<file path="config.mk">
export PLATFORM = sky130hd
export DESIGN_NAME = fastbconv_sched
export DESIGN_NICKNAME = d
export VERILOG_FILES = /design/src/rtl/fastbconv_sched.sv
export SDC_FILE = /design/constraint.sdc
export NUM_CORES = 1
export LEC_CHECK = 0
export CAP_MARGIN = 10
export CELL_PAD_IN_SITES_DETAIL_PLACEMENT = 1
export CELL_PAD_IN_SITES_GLOBAL_PLACEMENT = 2
export CORE_MARGIN = 4
export CORE_UTILIZATION = 39
export DETAILED_ROUTE_END_ITERATION = 8
export DONT_BUFFER_PORTS = 1
export HOLD_SLACK_MARGIN = 0.06
export PLACE_DENSITY = 0.76
export SYNTH_ARGS = -nofsm -noshare
export SYNTH_HDL_FRONTEND = slang
export SYNTH_SLANG_ARGS = --single-unit
export TNS_END_PERCENT = 10
</file>
<file path="constraint.sdc">
create_clock -name clk -period 2.1 [get_ports clk]
set_clock_uncertainty 0.05 [all_clocks]
set_input_delay 0.315 -clock clk [delete_from_list [all_inputs] [get_ports clk]]
set_output_delay 0.315 -clock clk [all_outputs]
set_load 0.005 [all_outputs]
</file>
<file path="src/rtl/fastbconv_sched.sv">
// Round-robin arbiter sharing one fastBConv unit between NUM_REQ requesters.
// Latency: accept at t, start pulse t+1, response from t+2+IN_BASIS_LEN (or after TIMEOUT wait cycles).
// Backpressure: a response is held until consumed; no new job launches until then.
module fastbconv_sched #(
    parameter int NUM_REQ      = 4,
    parameter int IN_BASIS_LEN = 4,
    parameter int TIMEOUT      = 16,
    parameter int CNT_W        = 16
) (
    input  logic                       clk,
    input  logic                       reset,
    input  logic [NUM_REQ-1:0]         req_valid,
    output logic [NUM_REQ-1:0]         req_ready,
    output logic [NUM_REQ-1:0]         rsp_valid,
    input  logic [NUM_REQ-1:0]         rsp_ready,
    output logic                       rsp_err,
    output logic [$clog2(NUM_REQ)-1:0] conv_sel,
    output logic                       conv_in_valid,
    input  logic                       conv_out_valid,
    input  logic                       conv_busy,
    output logic                       sched_busy,
    output logic                       timeout_err,
    output logic [CNT_W-1:0]           jobs_done
);

    localparam int SEL_W  = $clog2(NUM_REQ);
    localparam int WCNT_W = $clog2(TIMEOUT);
    localparam logic [WCNT_W-1:0] WAIT_LAST = WCNT_W'(TIMEOUT - 1);

    if (NUM_REQ < 2 || TIMEOUT <= IN_BASIS_LEN + 1) begin : g_bad_cfg
        $error("fastbconv_sched: illegal parameter combination");
    end

    typedef enum logic [1:0] {
        IDLE   = 2'd0,
        LAUNCH = 2'd1,
        WAIT   = 2'd2,
        RESP   = 2'd3
    } state_t;

    state_t              state;
    state_t              state_nxt;
    logic [SEL_W-1:0]    rr_ptr;
    logic [SEL_W-1:0]    winner;
    logic                win_vld;
    logic [WCNT_W-1:0]   wait_cnt;
    logic                accept;
    logic                rsp_hs;
    logic                timed_out;

    // (a + k) mod NUM_REQ for a, k < NUM_REQ; one extra bit covers the carry.
    function automatic logic [SEL_W-1:0] wrap_add(input logic [SEL_W-1:0] a, input int k);
        logic [SEL_W:0] s;
        s = {1'b0, a} + (SEL_W+1)'(k);
        if (s >= (SEL_W+1)'(NUM_REQ)) begin
            s = s - (SEL_W+1)'(NUM_REQ);
        end
        return s[SEL_W-1:0];
    endfunction

    // Scan downward so the requester closest above rr_ptr is the last to overwrite.
    always_comb begin
        winner  = rr_ptr;
        win_vld = 1'b0;
        for (int k = NUM_REQ - 1; k >= 0; k--) begin
            if (req_valid[wrap_add(rr_ptr, k)]) begin
                winner  = wrap_add(rr_ptr, k);
                win_vld = 1'b1;
            end
        end
    end

    assign accept        = reset && (state == IDLE) && win_vld && !conv_busy;
    assign req_ready     = accept ? (NUM_REQ'(1) << winner) : '0;
    assign rsp_valid     = (state == RESP) ? (NUM_REQ'(1) << conv_sel) : '0;
    assign rsp_hs        = (state == RESP) && rsp_ready[conv_sel];
    assign conv_in_valid = (state == LAUNCH);
    assign sched_busy    = (state != IDLE);
    assign timed_out     = (wait_cnt == WAIT_LAST);

    always_comb begin
        state_nxt = state;
        case (state)
            IDLE:    if (accept) state_nxt = LAUNCH;
            LAUNCH:  state_nxt = WAIT;
            WAIT:    if (conv_out_valid || timed_out) state_nxt = RESP;
            RESP:    if (rsp_hs) state_nxt = IDLE;
            default: state_nxt = IDLE;
        endcase
    end

    always_ff @(posedge clk or negedge reset) begin
        if (!reset) begin
            state       <= IDLE;
            rr_ptr      <= '0;
            conv_sel    <= '0;
            wait_cnt    <= '0;
            rsp_err     <= 1'b0;
            timeout_err <= 1'b0;
            jobs_done   <= '0;
        end else begin
            state <= state_nxt;
            if (accept) begin
                conv_sel <= winner;
            end
            case (state)
                LAUNCH: wait_cnt <= '0;
                WAIT: begin
                    wait_cnt <= wait_cnt + WCNT_W'(1);
                    // A completion in the same cycle as the limit still counts as success.
                    if (conv_out_valid) begin
                        rsp_err <= 1'b0;
                    end else if (timed_out) begin
                        rsp_err     <= 1'b1;
                        timeout_err <= 1'b1;
                    end
                end
                RESP: begin
                    if (rsp_hs) begin
                        rr_ptr <= wrap_add(conv_sel, 1);
                        if (!rsp_err) begin
                            jobs_done <= jobs_done + CNT_W'(1);
                        end
                    end
                end
                default: ;
            endcase
        end
    end

endmodule

</file>
==> metrics.txt, run 1 <==
post-synthesis cell area between 1500 and 2000 sq um; Core ar. between 4000 and 5000 sq um; P per Cell Area roughly 1100 nW/um^2; Die W roughly 72 um; Critical Setup Path Class reg2out; number of I/O port buffers 0; DIE HEIGHT approximately 72 um; TritonCTS Buffers 3; Yosys top cell area share 43.7%; max cap viols 0; Async S/R FF share, synth 100%; vias per cell around 5.5; total power 0.00202 W; Clock Tree Buf Depth 2; Avg Cell Area, Syn 10.9 sq um; first-pass GRT wire length 5.98 mm; Final setup viols 0; vias in the first global route between 1,000 and 1,500; RSZ-0062 raised after global routing true; CTS tree done; Seq/Total Area, Yosys 43.7%; clock sinks 28; HPWL after DPL 2.66 mm; vias 1,123; synth warn 0; CTS clk-pin slew, worst paths about 0.1 ns; Cells after DPL slightly below 200; nets between 150 and 200; main flop type after synthesis dfrtp_1; critical path's slowest cell dfrtp_1; Synth top cells by count dfrtp_1 (28), xnor2_1 (13), inv_1 (12); Remaining DRCs 0; clk_lat worst skew around 0.27 ns; Fillers 436; GR Overflow Total 0; Syn Inst Count 147; final hold violations 0; f_max around 500 MHz; n_diodes 0; TNS Setup 0 ns; per-cell routed wire length ~18 um; Hold Path Class in2reg; Post-synth EDFFs 0; Worst Tran Pin Value roughly 0.53 ns; CTS H-tree depth 1; area share of fa/ha/maj cells after synthesis 8.58%; Worst Setup End Kind primary output; RePlAce Congestion about 0.8; DRT Wirelength ~3.6 mm; fin crit period approximately 2 ns; critical path's top delay family simple AND/OR/NAND/NOR gates; initial antenna violation count 0; First-pass DRT Iterations 2; Non-Filler Instances 203; Critical Path Fanout Max 5; post-route clock period utilization a little over nine tenths; top-count cell post-synth dfrtp_1; Peak supply drop about 0.00055 V; post-synthesis mux area share 4.99%; GRT Util Overall 14.7%; status complete, no violations; synthesis-to-finish area growth 11.2%; post-synthesis net count 170; Synth Area in Compound Gates a little under a tenth; largest cells by area after synthesis dfrtp_1 (44%), ha_1 (8.6%), xnor2_1 (7.1%), inv_1 (2.8%), nand3_2 (2.5%); area of the die between 5000 and 6000 sq um; clock root buffer clkbuf_8; largest net degree at the start of global routing 29; static leakage 0.817 nW; main combinational cell family by area after synthesis simple AND/OR/NAND/NOR gates; worst path cell trace inv_1 > ha_1 > nand2_1 > nor3_4 > o31ai_2 > nor2_1; Distinct cells, synth 44; CP max stage delay approximately 0.42 ns; Ports 42; Synth Area in Simple Gates between 20% and 30%; initial core utilization ~40%; final max-slew violation count 0; row cnt 23; layout cells sized above 1 between 10% and 20%; top cell type by total area after synthesis dfrtp_1; pre-CTS setup slack approximately 0.24 ns; Crit path arrival time ~1.6 ns; Yosys reg bits 28; normalized max-slew margin between 60% and 70%; crit path buf inv count 1; startpoint types register; WP data required approximately 1.7 ns; final setup margin a little over 0.1 ns; DRT iter0 DRCs 43; Post-Synth XOR/XNOR Area 8.19%; Antenna Nets Post-Route 0
## worst reg2reg max path: stages (launching register included)
cell and delay [ns]:
dfrtp_1 0.42, inv_1 0.12, ha_1 0.18, nand2_1 0.09, nor3_4 0.27, buf_4 0.16, o221ai_2 0.12, mux2_1 0.32
## state kept, by name, summed over array words and instances (netlist names)
signal,cells
timeout_err,1
jobs_done,16
rr_ptr,2
rsp_err,1
state,2
conv_sel,2
wait_cnt,4
## metrics by stage
step | hold slack [ns] | cell area (sq um) | utilization, %
after floorplan | -0.0306 | 1600 | -
after global placement | -0.0297 | 1650 | 41.3
after detailed placement | -0.0299 | 1650 | 41.3
after CTS | 0.0697 | 1760 | 43.9
after global routing | 0.0721 | 1780 | 44.6
final | 0.0746 | 1780 | 44.6
## report_power, final
group          internal (W)  switching, W  total (W)
combinational      0.000353      0.000416   0.000768
sequential         0.000663      0.000163   0.000827
clock              0.000255      0.000172   0.000427
## layout make-up
class	count	area (sq um)	share of cell area [%]
clock inverters	1	30.0	1.68
inverters	12	45.0	2.52
well taps	50	62.6	3.51
repair buffers	6	60.1	3.37
flip-flops and latches	28	701	39.3
multi-input cells	103	845	47.3
clock buffers	3	41.3	2.31
## final timing paths
| path | start | endpoint | slack [ns] | depth (start not counted) |
|---|---|---|---|---|
| max | state[1] | req_ready[2] | 0.10 | 6 |
| max reg2reg | state[1] | state[1] | 0.27 | 7 |
| max in group asynchronous | reset | jobs_done[2] | 1.41 | 2 |
| min reg2reg | jobs_done[15] | jobs_done[15] | 0.45 | 1 |
| min | conv_out_valid | timeout_err | 0.07 | 1 |
| min in group asynchronous | reset | jobs_done[0] | 0.42 | 2 |
## logic make-up (layout without fill, tap and decap cells)
family	after synthesis	after routing
and+or+nand+nor	50	50
DFF	28	28
AOI/OAI and AO/OA	21	21
buffers and inverters	16	22
xor gates and xnor gates	15	15
adders and majority gates	11	11
muxes	6	6
## layout by cell type (no fill, tap or decap), drive strengths merged, types with 5 or more instances in the layout
master,n
o21ai,5
nand2,8
ha,11
dfrtp,28
and2,5
inv,12
nand3,9
nand4,5
and3,6
xnor2,13
buf,5
## layer usage
metal | global-route usage, % | up-vias | part of all wire, %
met5 | 0 | - | 0
met3 | 3.19 | 4 | 6.3
met4 | 5.01 | 0 | 1.4
met2 | 25.3 | 29 | 48
li1 | - | 523 | -
met1 | 18.0 | 567 | 44
## timing repair
action                     4_1_cts  5_1_grt
gates cloned                     0        0
setup buffers                    0        2
gates resized for setup          1        3
hold buffers                     2        0
hold endpoints to repair        28        0
pin swaps                        0        1
setup endpoints to repair        2        3
Power figures use the tool's default switching activity.
==> run 2: changes to the inputs <==
ABC_AREA = 1   (was unset)
CORE_UTILIZATION = 35   (was 39)
PLACE_DENSITY = 0.77   (was 0.76)
==> run 2 against run 1 <==
The run now ends with negative setup slack left. Clock-buffer cell count did not move. Area after synthesis rose by 18%. Highest routed layer unchanged. Largest cell class unchanged. Worst hold slack improved by 0.14 ns. Sequential share of layout area fell by 6.9 points. Clock power rose by 3%.
==> metrics.txt, run 2 <==
status finished with violations; failing checks negative setup slack; Antenna Nets Post-Route 0 (unchanged); final setup margin -0.000269 ns (-0.102 ns); initial antenna violation count 0 (unchanged); max cap viols 0 (unchanged); Non-Filler Instances 342 (+68%); total power 0.00293 W (+45%); Syn Inst Count 261 (+78%); Worst Setup End Kind primary output; First-pass DRT Iterations 4 (+2); Remaining DRCs 0 (unchanged); row cnt 26 (+13%); largest cells by area after synthesis dfrtp_1 (37%), nand2_1 (16%), inv_1 (7.3%), ha_1 (7.3%), xor2_1 (5.5%); largest net degree at the start of global routing 29 (unchanged); Peak supply drop 0.000543 V (-1.7%); top-count cell post-synth nand2_1; f_max 476 MHz (-4.8%); n_diodes 0 (unchanged); TNS Setup -0.000269 ns (-0.000269 ns); static leakage 1.11 nW (+36%); most frequent cells in the layout nand2_1 (77), inv_1 (37), dfrtp_1 (26); synthesis-to-finish area growth 14.6%; Critical Path Fanout Max 8 (+3); Fillers 653 (+50%); normalized max-slew margin 80.0% (+16 points); final max-slew violation count 0 (unchanged); post-synthesis net count 284 (+67%); Post-synth EDFFs 0 (unchanged); area of the die 6650 sq um (+28%); Clock Tree Buf Depth 2 (unchanged); Comb pwr share 51.1% (+13 points); Distinct cells, synth 27 (-39%); layout cells sized above 1 16.9% (-1.4 points); GRT Util Overall 15.4% (+0.71 points); internal power 0.00152 W (+20%); area of placed instances 1970 sq um (+20%); Worst Tran Pin Value 0.299 ns (-0.233 ns); HPWL after DPL 3.54 mm (+33%); per-cell routed wire length 13.9 um (-21%); fin crit period 2.10 ns (+0.102 ns); post-route clock period utilization 100% (+4.8 points); clock sinks 28 (unchanged); synth warn 0 (unchanged); main flop type after synthesis dfrtp_1; vias per cell 4.73 (-15%); clk_lat worst skew 0.28 ns (about the same); crit path buf inv count 2 (+1); Cells after DPL 330 (+69%); top cell type by total area after synthesis dfrtp_1; CP max stage delay 0.49 ns (+0.07 ns); Yosys reg bits 28 (unchanged); commonest non-fill, non-tap cell in the layout nand2_1; Largest register FFs 16 (unchanged); Ports 42 (unchanged); critical path's top delay family simple AND/OR/NAND/NOR gates; Final setup viols 1 (+1); first-pass GRT wire length 7.98 mm (+33%); Core ar. 5170 sq um (+29%); nets 296 (+67%); final hold violations 0 (unchanged); Multi-input gate area 1040 sq um (+23%); initial core utilization 36.6% (-3.5 points); Async S/R FF share, synth 100% (unchanged); Crit path arrival time 1.74 ns (+0.11 ns); GR Overflow Total 0 (unchanged); Synth top cells by count nand2_1 (82), inv_1 (37), dfrtp_1 (28); Critical Setup Path Class reg2out; worst path cell trace clkinv_4 > nand2_2 > nand2_1 > nand2_1 > nand2_2 > nor2_1 > nand2_1 > nand2_2 > inv_2 > nand3_2 > nor2_2; number of I/O port buffers 0 (unchanged); TritonCTS Buffers 3 (unchanged); DIE HEIGHT 81.6 um (+13%); Clock Power Share 15.0% (-6.1 points); WP data required 1.74 ns (about the same); Avg Cell Area, Syn 7.26 sq um (-33%); final instance area 2170 sq um (+22%); CTS tree done; post-synthesis cell area 1890 sq um (+18%); Largest regs jobs_done (16), wait_cnt (4); RSZ-0062 raised after global routing true; CTS clk-pin slew, worst paths 0.10 ns (about the same); Die W 81.6 um (+13%); FF+latch area 703 sq um (+0.36%); P per Cell Area 1350 nW/um^2 (+19%); Yosys top cell area share 37.0% (-6.7 points); Sw Pwr 0.00141 W (+87%); RePlAce Congestion 0.738 (-8.6%); clock root buffer clkbuf_8; CTS H-tree depth 1 (unchanged); switching share of power 48.0% (+11 points); startpoint types register; DRT iter0 DRCs 55 (+28%); DRT Wirelength 4.75 mm (+33%); critical path's slowest cell dfrtp_2; vias 1,617 (+44%); most flop-heavy register jobs_done; vias in the first global route 1,651 (+30%); Hold Path Class in2reg; Seq/Total Area, Yosys 37.0% (-6.7 points); sequential power share 33.9% (-7.0 points)
run 2: changes by cell type in the layout (fill, tap and decap cells not counted), sizes merged, moves of 4 or more:
cell,change
xnor2,-10
nand3,+9
a21oi,+5
and3,-6
nor3,+4
buf,+4
nand2,+81
inv,+30
and2,-5
nor2,+12
o21ai,+8
xor2,+10
run 2: logic make-up after synthesis:
family          Yosys count  share of synthesized area (%)
compound gates           25                           7.07
xor+xnor                 15                           6.94
fa+ha+maj                11                           7.27
buf+inv                  47                           10.4
flops                    28                           37.0
simple gates            135                           31.3
run 2: power groups by stage:
stage                     clock network, W  logic, W  registers, W
after floorplan                          0   0.00113      0.000907
after global placement                   0   0.00134       0.00100
after detailed placement                 0   0.00136       0.00101
after CTS                         0.000456   0.00141      0.000992
after global routing              0.000486   0.00174       0.00104
final                             0.000438   0.00150      0.000993
run 2: worst paths after layout:
check	start	to	slack (ns)	cells after the start
min in group asynchronous	reset	jobs_done[8]	0.43	2
max	rr_ptr[0]	req_ready[2]	-0.0003	11
max reg2reg	conv_sel[0]	jobs_done[11]	0.42	10
min	conv_out_valid	timeout_err	0.21	2
max in group asynchronous	reset	rr_ptr[0]	1.40	2
min reg2reg	wait_cnt[0]	wait_cnt[0]	0.46	1
run 2: timing repair:
item / in CTS / in global routing
buffers inserted: 1 / 4
pin swaps: 0 / 5
hold endpoints to repair: 29 / 0
resized for setup: 2 / 15
setup endpoints to repair: 4 / 4
hold buffers: 3 / 0
run 2: layer usage:
layer  GRT usage [%]  part of all wire [%]  wire length, um
met1            21.8                    49             2310
met2            23.7                    46             2190
met3            3.62                   4.2              199
met4            3.49                  0.82               39
met5               0                     0                0
run 2: worst register-to-register path, stage by stage (launching register included):
cell     delay [ns]
dfrtp_1        0.48
inv_2          0.12
nand2_1        0.05
nand3_1        0.06
nand2_1        0.09
inv_2          0.08
nand2_4        0.07
nor2_4         0.25
buf_4          0.22
nand2_1        0.06
o21ai_0        0.07
run 2: stage by stage:
stage / hold slack (ns) / util (%) / worst slack [ns]
finish: 0.210 / 42.0 / -0.000269
global route: 0.196 / 42.0 / -0.133
CTS: 0.201 / 40.5 / -0.0143
detailed placement: -0.0299 / 38.1 / 0.237
global placement: -0.0298 / 38.1 / 0.233
floorplan: -0.0306 / - / 0.504
run 2: final cells by class:
cell class                 count  share of cell area [%]
multi-input combinational    186                    47.9
sequential                    28                    32.4
inverter                      43                    7.78
timing repair buffer          11                    4.61
tap                           70                    4.03
clock buffer                   3                    1.90
clock inverter                 1                    1.38
==> run 3: changes to the inputs <==
CORE_UTILIZATION = 31   (was 35)
PLACE_DENSITY = 0.72   (was 0.77)
clock period = 1.9 ns   (was 2.1 ns; I/O delays follow)
==> run 3 against run 2 <==
Core utilization shrank 2.7 points. First-iteration DRC count shrank 42%. Total power grew 22%. Global-route usage shrank 1.2 points. Setup slack lost 0.14 ns. Sequential power grew 9.8%. Sequential share of layout area shrank 2.2 points. The flow still finishes with violations (negative setup slack).
==> metrics.txt, run 3 (same netlist as run 2, synthesis figures left out) <==
layout cells sized above 1 26.8% (+9.9 points); FF+latch area 703 sq um (unchanged); Antenna Nets Post-Route 0 (unchanged); clock sinks 28 (unchanged); register-to-register setup slack 0.19 ns (-0.23 ns); P per Cell Area 1540 nW/um^2 (+14%); vias in the first global route 1,738 (+5.3%); RePlAce Congestion 0.740 (+0.27%); Worst Setup End Kind primary output; area of placed instances 1990 sq um (+0.70%); worst r2r src rr_ptr[0]; f_max just under 500 MHz; Largest register FFs 16 (unchanged); final instance area 2330 sq um (+7.1%); Hold Path Class in2reg; first-pass GRT wire length 8.31 mm (+4.2%); CTS clk-pin slew, worst paths 0.10 ns (about the same); DIE HEIGHT 86.2 um (+5.6%); max cap viols 0 (unchanged); static leakage 1.16 nW (+4.0%); R2R cell count 13 (+3); per-cell routed wire length 14.5 um (+4.6%); synthesis-to-finish area growth 22.8%; Critical Path End req_ready[1]; row cnt 28 (+7.7%); CTS H-tree depth 1 (unchanged); most flop-heavy register jobs_done; R2R Path End conv_sel[0]; Critical Path Fanout Max 4 (-4); clk_lat worst skew 0.29 ns (about the same); Fillers 738 (+13%); Worst Setup SP rr_ptr[0]; Crit path arrival time 1.71 ns (-0.03 ns); normalized max-slew margin 78.4% (-1.5 points); GRT Util Overall 14.2% (-1.2 points); Final setup viols 4 (+3); RSZ-0062 raised after global routing true; Critical Setup Path Class reg2out; Die W 86.2 um (+5.6%); largest net degree at the start of global routing 29 (unchanged); number of I/O port buffers 0 (unchanged); post-route clock period utilization 108%; Core ar. 5920 sq um (+14%); fin crit period about 2.0 ns; status finished with violations; DRT Wirelength 5.09 mm (+7.3%); n_diodes 0 (unchanged); final setup margin -0.144 ns (-0.144 ns); area of the die 7430 sq um (+12%); initial core utilization 32.0% (-4.6 points); clock root buffer clkbuf_8; HPWL after DPL 3.77 mm (+6.4%); TritonCTS Buffers 3 (unchanged); final max-slew violation count 0 (unchanged); final hold slack 0.174 ns (-0.0360 ns); vias per cell 4.78 (+1.1%); initial antenna violation count 0 (unchanged); Remaining DRCs 0 (unchanged); First-pass DRT Iterations 4 (unchanged); Worst Tran Pin Value 0.324 ns (+0.0247 ns); final hold violations 0 (unchanged); GR Overflow Total 0 (unchanged); WP data required 1.56 ns (-0.18 ns); most frequent cells in the layout nand2_1 (56), inv_1 (36), nand2_2 (27); vias 1,677 (+3.7%); commonest non-fill, non-tap cell in the layout nand2_1; Largest regs jobs_done (16), wait_cnt (4); Multi-input gate area 1140 sq um (+10%); Ports 42 (unchanged); Clock Tree Buf Depth 2 (unchanged); startpoint types register; DRT iter0 DRCs 32 (-42%); Peak supply drop 0.000560 V (+3.2%); failing checks negative setup slack; CTS tree done; nets 300 (+1.4%)
## run 3: cell count changes in the layout (fill, tap and decap cells not counted), moves of 2 or more
cell     previous run  this run
buf_6               0         3
nor2_4              1         3
nor2_2              3         1
nand3_1            14        12
nand2_4             1         6
nand2_2            11        27
nand2_1            77        56
## run 3: per-layer routing
metal,global-route usage [%],up-vias,routed length [um]
met5,0,-,0
met4,6.23,0,120
met3,3.33,7,227
met2,22.3,23,2450
met1,18.6,809,2300
li1,-,838,-
## run 3: critical path, cell delays in order, from the launching register on
cell and delay, ns:
dfrtp_2 0.46, buf_6 0.15, nand2_2 0.07, nand2_4 0.06, nand2_2 0.09, nand2_4 0.06
nor2_2 0.07, nand2_1 0.05, nand2_1 0.07, nand2_2 0.10, nor2_1 0.11, nand2_1 0.07
inv_2 0.06
## run 3: final cells by class
cell class	count	area share, %
multi-input combinational	186	49.2
sequential	28	30.2
inverter	43	7.37
timing repair buffer	15	6.08
tap	75	4.03
clock buffer	3	1.78
clock inverter	1	1.29
## run 3: stage by stage
stage               worst slack, ns  std cells  utilization, %  power, W  setup TNS, ns
floorplan                     0.334        261               -   0.00225              0
global placement            -0.0495        336            33.6   0.00262        -0.0843
detailed placement          -0.0385        336            33.6   0.00264        -0.0646
CTS                          -0.156        349            37.8   0.00344         -0.572
global route                 -0.219        351            39.3   0.00392         -0.806
finish                       -0.144        351            39.3   0.00357         -0.429
## run 3: power breakdown
group | switching (W) | leakage, nW | internal [W]
Sequential | 0.000284 | 0.355 | 0.000802
Combinational | 0.00125 | 0.765 | 0.000738
Clock | 0.000217 | 0.0357 | 0.000283
Total | 0.00175 | 1.16 | 0.00182
## run 3: repair_timing
item | in CTS | in global routing
resized for setup | 35 | 20
hold buffers | 3 | 0
setup buffers | 6 | 2
endpoints found under the hold margin | 29 | 0
pin swaps | 13 | 12
endpoints found under the setup margin | 4 | 4
## run 3: worst min path at each step
stage                    from       endpoint  slack [ns]  cells past startpoint
5_1_grt        conv_out_valid    timeout_err        0.19                      2
3_5_place_dp            reset  jobs_done[12]       -0.06                      0
2_1_floorplan           reset    conv_sel[0]       -0.06                      0
3_3_place_gp            reset  jobs_done[12]       -0.06                      0
4_1_cts        conv_out_valid    timeout_err        0.17                      2
6_report       conv_out_valid    timeout_err        0.17                      2
